===== config.mk =====
export PLATFORM = sky130hd
export DESIGN_NAME = hazard_unit_flat
export DESIGN_NICKNAME = d
export VERILOG_FILES = /design/src/rtl/mips_pkg.sv /design/src/rtl/hazard_unit_if.sv /design/src/rtl/md_scoreboard.sv /design/src/rtl/hazard_unit.sv /design/src/flat_wrapper.sv
export SDC_FILE = /design/constraint.sdc
export NUM_CORES = 1
export LEC_CHECK = 0
export BUFFER_PORTS_ARGS = -buffer_cell sky130_fd_sc_hd__buf_2
export CAP_MARGIN = 40
export CELL_PAD_IN_SITES_DETAIL_PLACEMENT = 1
export CELL_PAD_IN_SITES_GLOBAL_PLACEMENT = 1
export CORE_MARGIN = 1.5
export CORE_UTILIZATION = 40
export CTS_CLUSTER_SIZE = 12
export DETAILED_ROUTE_END_ITERATION = 12
export PLACE_DENSITY = 0.89
export REMOVE_ABC_BUFFERS = 1
export SYNTH_ARGS = -nofsm -noshare
export SYNTH_HDL_FRONTEND = slang
export SYNTH_SLANG_ARGS = --single-unit

===== constraint.sdc =====
create_clock -name clk -period 4.3 [get_ports clk]
set_input_delay 0.215 -clock clk [delete_from_list [all_inputs] [get_ports clk]]
set_output_delay 0.215 -clock clk [all_outputs]
set_load 0.005 [all_outputs]

===== src/rtl/mips_pkg.sv =====
// Shared definitions for the MIPS pipeline control logic.
// Forward-select encodings, mult/div scoreboard state type, and a register-match helper.
// Pure declarations; no timing or flow control of its own.
package mips_pkg;

  localparam logic [1:0] FWD_RF = 2'b00;  // operand straight from the register file
  localparam logic [1:0] FWD_W  = 2'b01;  // operand from ResultW
  localparam logic [1:0] FWD_M  = 2'b10;  // operand from ALUOutM

  typedef enum logic {
    MD_IDLE = 1'b0,
    MD_BUSY = 1'b1
  } md_state_e;

  // A source register hits a producer only if the producer writes and the source is not $0.
  function automatic logic reg_hit(input logic [4:0] src, input logic we, input logic [4:0] dst);
    return we && (src != 5'd0) && (src == dst);
  endfunction

endpackage


===== src/rtl/hazard_unit_if.sv =====
// Bundle of pipeline-stage register addresses/enables and hazard-unit controls.
// No latency of its own; master is the datapath, slave is the hazard unit.
// No backpressure; stall/flush are level signals consumed in the same cycle.
interface hazard_unit_if #(
  parameter int CNT_W = 16
);
  logic [4:0]       RsD, RtD, RsE, RtE;
  logic [4:0]       WriteRegE, WriteRegM, WriteRegW;
  logic             RegWriteE, RegWriteM, RegWriteW;
  logic             MemtoRegE, MemtoRegM;
  logic             BranchD, MdStartD, MdStartE, MdReadD;
  logic             StallF, StallD, FlushE;
  logic             ForwardAD, ForwardBD;
  logic [1:0]       ForwardAE, ForwardBE;
  logic             MdBusy, MdDone, MdOverrun;
  logic [CNT_W-1:0] StallCount;

  modport master (
    output RsD, RtD, RsE, RtE, WriteRegE, WriteRegM, WriteRegW,
           RegWriteE, RegWriteM, RegWriteW, MemtoRegE, MemtoRegM,
           BranchD, MdStartD, MdStartE, MdReadD,
    input  StallF, StallD, FlushE, ForwardAD, ForwardBD, ForwardAE, ForwardBE,
           MdBusy, MdDone, MdOverrun, StallCount
  );

  modport slave (
    input  RsD, RtD, RsE, RtE, WriteRegE, WriteRegM, WriteRegW,
           RegWriteE, RegWriteM, RegWriteW, MemtoRegE, MemtoRegM,
           BranchD, MdStartD, MdStartE, MdReadD,
    output StallF, StallD, FlushE, ForwardAD, ForwardBD, ForwardAE, ForwardBE,
           MdBusy, MdDone, MdOverrun, StallCount
  );

endinterface


===== src/rtl/md_scoreboard.sv =====
// Busy tracker for the multi-cycle mult/div unit (IDLE/BUSY FSM plus down-counter).
// Busy for MD_LATENCY cycles after the start cycle; done pulses on the last busy cycle.
// Start while busy (except on the done cycle) is dropped and flagged as a sticky overrun.
module md_scoreboard
  import mips_pkg::*;
#(
  parameter int MD_LATENCY = 32
) (
  input  logic clk,
  input  logic reset,
  input  logic md_start_i,
  output logic md_busy_o,
  output logic md_done_o,
  output logic md_overrun_o
);

  localparam logic [7:0] CNT_LOAD = 8'(MD_LATENCY - 1);

  md_state_e  state_q, state_d;
  logic [7:0] cnt_q, cnt_d;
  logic       overrun_q, overrun_d;

  // State register: reset drops straight to IDLE, so no done pulse can follow an abort.
  always_ff @(posedge clk or posedge reset) begin
    if (reset) begin
      state_q   <= MD_IDLE;
      cnt_q     <= 8'd0;
      overrun_q <= 1'b0;
    end else begin
      state_q   <= state_d;
      cnt_q     <= cnt_d;
      overrun_q <= overrun_d;
    end
  end

  // Next state: a start on the final busy cycle is a legal back-to-back reload.
  always_comb begin
    state_d   = state_q;
    cnt_d     = cnt_q;
    overrun_d = overrun_q;
    case (state_q)
      MD_IDLE: begin
        if (md_start_i) begin
          state_d = MD_BUSY;
          cnt_d   = CNT_LOAD;
        end
      end
      MD_BUSY: begin
        if (cnt_q != 8'd0) begin
          cnt_d = cnt_q - 8'd1;
          if (md_start_i) overrun_d = 1'b1;
        end else if (md_start_i) begin
          cnt_d = CNT_LOAD;
        end else begin
          state_d = MD_IDLE;
        end
      end
      default: state_d = MD_IDLE;
    endcase
  end

  // Outputs: decoded from registered state only.
  always_comb begin
    md_busy_o    = (state_q == MD_BUSY);
    md_done_o    = (state_q == MD_BUSY) && (cnt_q == 8'd0);
    md_overrun_o = overrun_q;
  end

endmodule


===== src/rtl/hazard_unit.sv =====
// Pipeline hazard controller: forwarding selects, load-use/branch/mult-div stalls, stall counter.
// Forwards and stalls are combinational in the same cycle; the counter updates on the next edge.
// Stall holds F/D and bubbles E; all controls are forced low while reset is high.
module hazard_unit
  import mips_pkg::*;
#(
  parameter int MD_LATENCY = 32,
  parameter int CNT_W      = 16
) (
  input  logic        clk,
  input  logic        reset,
  hazard_unit_if.slave hz
);

  logic             md_busy;
  logic             lwstall, branchstall, mdstall, stall;
  logic [1:0]       fwd_ae, fwd_be;
  logic             fwd_ad, fwd_bd;
  logic [CNT_W-1:0] stall_cnt_q, stall_cnt_d;

  md_scoreboard #(
    .MD_LATENCY (MD_LATENCY)
  ) u_md_scoreboard (
    .clk          (clk),
    .reset        (reset),
    .md_start_i   (hz.MdStartE),
    .md_busy_o    (md_busy),
    .md_done_o    (hz.MdDone),
    .md_overrun_o (hz.MdOverrun)
  );

  // Hazard detection and forwarding; M outranks W because it holds the younger result.
  always_comb begin
    fwd_ae = FWD_RF;
    if (reg_hit(hz.RsE, hz.RegWriteM, hz.WriteRegM))      fwd_ae = FWD_M;
    else if (reg_hit(hz.RsE, hz.RegWriteW, hz.WriteRegW)) fwd_ae = FWD_W;

    fwd_be = FWD_RF;
    if (reg_hit(hz.RtE, hz.RegWriteM, hz.WriteRegM))      fwd_be = FWD_M;
    else if (reg_hit(hz.RtE, hz.RegWriteW, hz.WriteRegW)) fwd_be = FWD_W;

    fwd_ad = reg_hit(hz.RsD, hz.RegWriteM, hz.WriteRegM);
    fwd_bd = reg_hit(hz.RtD, hz.RegWriteM, hz.WriteRegM);

    lwstall = reg_hit(hz.RsD, hz.MemtoRegE, hz.RtE) ||
              reg_hit(hz.RtD, hz.MemtoRegE, hz.RtE);

    branchstall = hz.BranchD &&
                  (reg_hit(hz.RsD, hz.RegWriteE, hz.WriteRegE) ||
                   reg_hit(hz.RtD, hz.RegWriteE, hz.WriteRegE) ||
                   reg_hit(hz.RsD, hz.MemtoRegM, hz.WriteRegM) ||
                   reg_hit(hz.RtD, hz.MemtoRegM, hz.WriteRegM));

    mdstall = (hz.MdReadD || hz.MdStartD) && (md_busy || hz.MdStartE);

    stall = !reset && (lwstall || branchstall || mdstall);

    if (reset) begin
      fwd_ae = FWD_RF;
      fwd_be = FWD_RF;
      fwd_ad = 1'b0;
      fwd_bd = 1'b0;
    end

    stall_cnt_d = stall_cnt_q;
    if (stall && (stall_cnt_q != {CNT_W{1'b1}})) stall_cnt_d = stall_cnt_q + CNT_W'(1);
  end

  // Saturating stall-cycle counter.
  always_ff @(posedge clk or posedge reset) begin
    if (reset) stall_cnt_q <= '0;
    else       stall_cnt_q <= stall_cnt_d;
  end

  assign hz.StallF     = stall;
  assign hz.StallD     = stall;
  assign hz.FlushE     = stall;
  assign hz.ForwardAE  = fwd_ae;
  assign hz.ForwardBE  = fwd_be;
  assign hz.ForwardAD  = fwd_ad;
  assign hz.ForwardBD  = fwd_bd;
  assign hz.MdBusy     = md_busy;
  assign hz.StallCount = stall_cnt_q;

endmodule


===== src/flat_wrapper.sv =====
// flat-port wrapper written by rule: the top's interface ports become plain ports
module hazard_unit_flat import mips_pkg::*;
#(
  parameter int MD_LATENCY = 32,
  parameter int CNT_W      = 16
)
  (clk, reset, hz_RsD, hz_RtD, hz_RsE, hz_RtE, hz_WriteRegE, hz_WriteRegM, hz_WriteRegW, hz_RegWriteE, hz_RegWriteM, hz_RegWriteW, hz_MemtoRegE, hz_MemtoRegM, hz_BranchD, hz_MdStartD, hz_MdStartE, hz_MdReadD, hz_StallF, hz_StallD, hz_FlushE, hz_ForwardAD, hz_ForwardBD, hz_ForwardAE, hz_ForwardBE, hz_MdBusy, hz_MdDone, hz_MdOverrun, hz_StallCount);
  hazard_unit_if #(.CNT_W(CNT_W)) hz_i ();
  input  logic clk;
  input  logic reset;
  input wire logic [$bits(hz_i.RsD)-1:0] hz_RsD;
  input wire logic [$bits(hz_i.RtD)-1:0] hz_RtD;
  input wire logic [$bits(hz_i.RsE)-1:0] hz_RsE;
  input wire logic [$bits(hz_i.RtE)-1:0] hz_RtE;
  input wire logic [$bits(hz_i.WriteRegE)-1:0] hz_WriteRegE;
  input wire logic [$bits(hz_i.WriteRegM)-1:0] hz_WriteRegM;
  input wire logic [$bits(hz_i.WriteRegW)-1:0] hz_WriteRegW;
  input wire logic [$bits(hz_i.RegWriteE)-1:0] hz_RegWriteE;
  input wire logic [$bits(hz_i.RegWriteM)-1:0] hz_RegWriteM;
  input wire logic [$bits(hz_i.RegWriteW)-1:0] hz_RegWriteW;
  input wire logic [$bits(hz_i.MemtoRegE)-1:0] hz_MemtoRegE;
  input wire logic [$bits(hz_i.MemtoRegM)-1:0] hz_MemtoRegM;
  input wire logic [$bits(hz_i.BranchD)-1:0] hz_BranchD;
  input wire logic [$bits(hz_i.MdStartD)-1:0] hz_MdStartD;
  input wire logic [$bits(hz_i.MdStartE)-1:0] hz_MdStartE;
  input wire logic [$bits(hz_i.MdReadD)-1:0] hz_MdReadD;
  output wire logic [$bits(hz_i.StallF)-1:0] hz_StallF;
  output wire logic [$bits(hz_i.StallD)-1:0] hz_StallD;
  output wire logic [$bits(hz_i.FlushE)-1:0] hz_FlushE;
  output wire logic [$bits(hz_i.ForwardAD)-1:0] hz_ForwardAD;
  output wire logic [$bits(hz_i.ForwardBD)-1:0] hz_ForwardBD;
  output wire logic [$bits(hz_i.ForwardAE)-1:0] hz_ForwardAE;
  output wire logic [$bits(hz_i.ForwardBE)-1:0] hz_ForwardBE;
  output wire logic [$bits(hz_i.MdBusy)-1:0] hz_MdBusy;
  output wire logic [$bits(hz_i.MdDone)-1:0] hz_MdDone;
  output wire logic [$bits(hz_i.MdOverrun)-1:0] hz_MdOverrun;
  output wire logic [$bits(hz_i.StallCount)-1:0] hz_StallCount;
  assign hz_i.RsD = hz_RsD;
  assign hz_i.RtD = hz_RtD;
  assign hz_i.RsE = hz_RsE;
  assign hz_i.RtE = hz_RtE;
  assign hz_i.WriteRegE = hz_WriteRegE;
  assign hz_i.WriteRegM = hz_WriteRegM;
  assign hz_i.WriteRegW = hz_WriteRegW;
  assign hz_i.RegWriteE = hz_RegWriteE;
  assign hz_i.RegWriteM = hz_RegWriteM;
  assign hz_i.RegWriteW = hz_RegWriteW;
  assign hz_i.MemtoRegE = hz_MemtoRegE;
  assign hz_i.MemtoRegM = hz_MemtoRegM;
  assign hz_i.BranchD = hz_BranchD;
  assign hz_i.MdStartD = hz_MdStartD;
  assign hz_i.MdStartE = hz_MdStartE;
  assign hz_i.MdReadD = hz_MdReadD;
  assign hz_StallF = hz_i.StallF;
  assign hz_StallD = hz_i.StallD;
  assign hz_FlushE = hz_i.FlushE;
  assign hz_ForwardAD = hz_i.ForwardAD;
  assign hz_ForwardBD = hz_i.ForwardBD;
  assign hz_ForwardAE = hz_i.ForwardAE;
  assign hz_ForwardBE = hz_i.ForwardBE;
  assign hz_MdBusy = hz_i.MdBusy;
  assign hz_MdDone = hz_i.MdDone;
  assign hz_MdOverrun = hz_i.MdOverrun;
  assign hz_StallCount = hz_i.StallCount;
  hazard_unit #(.MD_LATENCY(MD_LATENCY), .CNT_W(CNT_W)) u_core (.clk(clk), .reset(reset), .hz(hz_i));
endmodule

After elaboration in Yosys (flattened, before gate mapping)
Cells that the tools add are included.
Cells by class
  $add $sub $neg: 2
  equality and inequality tests: 11
  muxes and demuxes: 14
  reduce and logical (&&, ||, !) cells: 45
  bitwise gates (word level): 1
Operator list (number)
  5-bit equality test: 10
  1-bit logical AND: 29
  5-bit nonzero test: 4
  16-bit by 1-bit adder with 16-bit output, second input constant: 1
  8-bit 2-to-1 mux: 2
  16-bit inequality test, second input constant: 1
  8-bit case mux with 2 select lines: 1
  8-bit zero test: 1
  1-bit logical OR: 8
  2-bit 2-to-1 mux: 4
  8-bit nonzero test: 1
  8-bit by 1-bit subtractor with 8-bit output, second input constant: 1
  1-bit 2-to-1 mux: 6
  3-bit AND reduction: 1
  1-bit case mux with 2 select lines: 1
  1-bit zero test: 1
  1-bit NOT: 1
Word-level totals
  logic and storage cells: 77
  bits of input ports: 46
  output and inout bits: 28
  flip-flop bits (word level): 26

Depth between registers and ports, before layout
  depth in word-level cells: 11
  depth in mapped cells: 9
  gate-level depth less buffers: 8

By module
From an unflattened synthesis, not the netlist that was laid out.
Unflattened totals
  cell total of the unflattened synthesis: 232
  area, all modules: 2127.0 um^2
Modules (own cells, without submodules)
  hazard_unit: area an instance 1537.7 um^2, seq. area each 400.4 um^2, times used 1, cells each 167
  md_scoreboard: area an instance 589.3 um^2, seq. area each 250.2 um^2, times used 1, cells each 65

Worst setup path before layout
Ideal clock, no wire load.
  path type: input to register
  from: input hz_WriteRegM[4]
  to: register u_core.stall_cnt_q[12], in the netlist u_core.hz.StallCount[12]
  buffers on the path: 1
  stages: 8
  arrival time: 1.918 ns
  data required time: 4.175 ns
  setup time: 0.125 ns
  path slack: 2.257 ns
  path through: clkbuf_1 > xnor2_1 > nand3_1 > or4_1 > a21o_1 > o211ai_4 > and4bb_4 > mux2_4
Between the ends
  cells in the longest elaborated chain, start to end: 9
  elaborated cells between the ends (all ways): 11
  classes of those cells: 2 x eq/ne; 9 x reduce/logical
Ends and longest elaborated chain
  start, declared: RTL line flat_wrapper.sv:16  | input wire logic [$bits(hz_i.WriteRegM)-1:0] hz_WriteRegM;
  5-bit equality test: RTL line mips_pkg.sv:17  | return we && (src != 5'd0) && (src == dst);
  1-bit logical AND: RTL line mips_pkg.sv:17
  1-bit logical OR: RTL line hazard_unit.sv:50  | reg_hit(hz.RtD, hz.RegWriteE, hz.WriteRegE) ||
  1-bit logical OR *: RTL line hazard_unit.sv:51  | reg_hit(hz.RsD, hz.MemtoRegM, hz.WriteRegM) ||
  1-bit logical AND *: RTL line hazard_unit.sv:48  | branchstall = hz.BranchD &&
  1-bit logical OR * (2 in a row): RTL line hazard_unit.sv:56  | stall = !reset && (lwstall || branchstall || mdstall);
  1-bit logical AND *: RTL line hazard_unit.sv:56
  1-bit logical AND *: RTL line hazard_unit.sv:66  | if (stall && (stall_cnt_q != {CNT_W{1'b1}})) stall_cnt_d = stall_cnt_q + CNT_W'(1);
  end signal, assigned: RTL line hazard_unit.sv:72  | else stall_cnt_q <= stall_cnt_d;
  end, declared: RTL line hazard_unit.sv:19  | logic [CNT_W-1:0] stall_cnt_q, stall_cnt_d;
Every way passes the cells marked *; elsewhere a longest branch is shown, timed or not.
A chain may end at the register's enable or synchronous reset.

Final worst setup path
  from: input reset
  to: output hz_StallF
Between the ends
  cells in the longest elaborated chain, start to end: 2
Ends and longest elaborated chain
  start, declared: RTL line flat_wrapper.sv:10  | input logic reset;
  1-bit zero test: RTL line hazard_unit.sv:56
  1-bit logical AND: RTL line hazard_unit.sv:56
  end, declared: RTL line flat_wrapper.sv:27  | output wire logic [$bits(hz_i.StallF)-1:0] hz_StallF;
Every way passes these cells.

==> flow_metrics.env <==
export IMPL_outcome="complete, no violations"
export IMPL_via_per_inst=5.17
export IMPL_first_pass_iters=4
export IMPL_maxSlewViolCount=0
export IMPL_cts_resized_gates=0
export IMPL_ant_nets=0
export IMPL_vias=1918
export IMPL_path_clk_slew_ns=0.09
export IMPL_critPathBufInv=5
export IMPL_area_delta_synth_final_pct=20.6
export IMPL_core_area_um2=5110
export IMPL_die_area_um2=5720
export IMPL_min_from="hz_MdStartE"
export IMPL_p_per_area_nw_per_um2=263
export IMPL_rows=26
export IMPL_hpwl_um=4500
export IMPL_min_path_cells=2
export IMPL_max_vdd_ir_drop_mv=0.131
export IMPL_n_antenna_cell=0
export IMPL_clk_latency_ns=0.27
export IMPL_synth_compound_area_frac=0.0913
export IMPL_antenna_found_initial=0
export IMPL_cap_violations=0
export IMPL_tightest_slew_ns=0.651
export IMPL_yosys_area_share_simple=0.248
export IMPL_skew_ns=0.0107
export IMPL_async_flop_share=1.00
export IMPL_worstPathRequired_ns=4.09
export IMPL_final_util=0.499
export IMPL_muxShareOfSynthArea=0.0172
export IMPL_cts_tree="built"
export IMPL_crit_type="primary input to output pin"
export IMPL_max_freq_mhz=399
export IMPL_drtIter0Drc=35
export IMPL_path_delay_family="buffers and inverters"
export IMPL_period_share=0.583
export IMPL_io_buffers=73
export IMPL_r2r_cells=6
export IMPL_finalHoldViolCount=0
export IMPL_holdCritPathClass="primary input to flop"
export IMPL_tns_ns=0
export IMPL_cp_startpoint="reset"
export IMPL_cts_hold_buf=1
export IMPL_setup_viol=0
export IMPL_ys_flop_type="dfrtp_1"
export IMPL_finalWirelength_um=5420
export IMPL_synth_cells=234
export IMPL_max_slew_margin=0.562
export IMPL_fillerInstances=637
export IMPL_synth_xor_area_frac=0.266
export IMPL_start_kind="primary input"
export IMPL_grt_use_total=0.189
export IMPL_crit_cells=8
export IMPL_die_w_um=75.6
export IMPL_synth_distinct_cells=43
export IMPL_yosys_warnings=0
export IMPL_grt_first_pass_wirelength_um=8540
export IMPL_p_leak_uw=0.00109
export IMPL_clock_root_buffer="clkbuf_8"
export IMPL_grt_max_degree=22
export IMPL_drc=0
export IMPL_slowest_stage="dlygate4sd3_1"
export IMPL_routedWlPerCell_um=14.6
export IMPL_cts_buffer_depth=2
export IMPL_r2r_start="u_core.hz.StallCount[0]$_DFFE_PP0P_"
export IMPL_post_cts_buffers=0
export IMPL_cts_sinks=26
export IMPL_path_max_fanout=21
export IMPL_critPathCaptureType="output pin"
export IMPL_drive_gt1_frac=0.296
export IMPL_finalCriticalPeriod_ns=2.51
export IMPL_critical_path_arrival_ns=2.29
export IMPL_cts_inserted_buffers=3
export IMPL_die_h_um=75.6
export IMPL_ys_ff_latch=26
export IMPL_ioPinCount=74
export IMPL_synth_edff_count=0
export IMPL_synthAdderAreaFrac=0.0178
export IMPL_grt_pass1_vias=1887
export IMPL_syn_area_um2=2110
export IMPL_fin_nets=351
export IMPL_synth_top_family_by_area="XOR/XNOR gates"
export IMPL_rsz0062_at_grt="false"
export IMPL_initial_utilization=0.413
export IMPL_synth_area_per_cell_um2=9.02
export IMPL_yosysSeqAreaShare=0.308
export IMPL_crit_chain="dlygate4sd3_1, buf_2, inv_1, buf_4, nand3_1, a21o_1, o211ai_4, buf_2"
export IMPL_gp_congestion=0.828
export IMPL_cpPeakStageDelay_ns=0.53
export IMPL_grt_ovfl_total=0
export IMPL_h_tree_depth=1
export IMPL_cpMostUsedCell="buf_2"
placed cells by master (no fill, tap or decap), types with 2 or more instances in the layout:
cell type   n
nand3_1    18
nand4_1    10
nor2_2      2
nor4_1      7
a21oi_1     2
dfrtp_1    26
or4_1       7
and3_1      4
a21o_1      2
nor3_1      6
nand2b_1    2
nor2b_1     2
a31oi_1     2
ha_1        3
o21ai_0     8
and2_1      3
nand2_1    16
clkbuf_8    4
xor2_1     13
inv_1       5
nor2_1     16
buf_2      73
xnor2_1    51
registers in the layout, summed over array words and instances, names as in the netlist:
name,count
u_core.hz.StallCount,16
u_core.u_md_scoreboard.cnt_q,8
u_core.u_md_scoreboard.md_busy_o,1
u_core.u_md_scoreboard.md_overrun_o,1
metrics by stage:
step	area, µm²	hold slack (ns)	total power, µW	setup WS [ns]	std cells
6_report	2550	0.259	671	1.79	371
5_1_grt	2550	0.256	712	1.59	371
4_1_cts	2550	0.250	678	1.75	371
3_5_place_dp	2480	0.244	519	1.99	366
3_3_place_gp	2480	0.236	510	2.00	366
2_1_floorplan	2020	0.298	418	2.22	222
cells in the mapped netlist (2+ instances only):
cell	instances	area, µm²
a21oi_1	2	10.0
and3_1	4	25.0
nor4_1	7	43.8
dfrtp_1	26	651
xnor2_1	51	447
o21ai_0	8	40.0
nor3_1	6	30.0
nand3_1	18	90.1
nor2_2	2	12.5
xor2_1	13	114
nand2_1	16	60.1
nor2_1	16	60.1
a21o_1	2	15.0
inv_1	5	18.8
nor2b_1	2	12.5
and2_1	3	18.8
or4_1	7	52.6
nand4_1	10	62.6
buf_4	2	15.0
ha_1	3	37.5
clkbuf_1	7	26.3
a31oi_1	2	12.5
nand2b_1	2	12.5
worst register-to-register path: stages, from the launching register on:
cell,delay [ns]
dfrtp_1,0.43
ha_1,0.18
and3_2,0.19
nand3_1,0.22
or3_1,0.62
nand2_2,0.16
mux2_1,0.33
final timing paths:
kind                                                                   end  slack, ns
min in group asynchronous              u_core.hz.StallCount[0]$_DFFE_PP0P_       0.49
max                                                              hz_StallF       1.79
min                        u_core.u_md_scoreboard.md_overrun_o$_DFFE_PP0P_       0.26
max in group asynchronous             u_core.hz.StallCount[14]$_DFFE_PP0P_       3.21
max reg2reg                            u_core.hz.StallCount[1]$_DFFE_PP0P_       2.06
min reg2reg                u_core.u_md_scoreboard.md_overrun_o$_DFFE_PP0P_       0.48
cells by family (layout without fill, tap and decap cells):
group                      count (synthesis)  after routing
DFF                                       26             26
AOI/OAI and AO/OA                         23             23
xor gates and xnor gates                  64             64
buffers and inverters                     17             84
and+or+nand+nor                           98             98
muxes                                      3              3
adders and majority gates                  3              3
report_power, final:
part	internal (µW)	switching [µW]	leakage [µW]
clock network	81.8	77.6	0.0000288
logic	103	93.6	0.000740
registers	274	40.3	0.000322
total	459	212	0.00109
layer usage:
layer | global-route usage | vias up | share of wire
met2 | 0.344 | 57 | 0.50
met1 | 0.237 | 912 | 0.44
met3 | 0.0278 | 2 | 0.048
met5 | 0 | - | 0
met4 | 0.0417 | 0 | 0.0030
li1 | - | 947 | -
final cells by class:
class | instances | area [µm²] | share of cell area
inverters | 5 | 18.8 | 0.00737
well taps | 70 | 87.6 | 0.0344
flip-flops and latches | 26 | 651 | 0.256
repair buffers | 75 | 383 | 0.150
multi-input cells | 191 | 1350 | 0.531
clock buffers | 4 | 55.1 | 0.0216
Power figures use the tool's default switching activity.
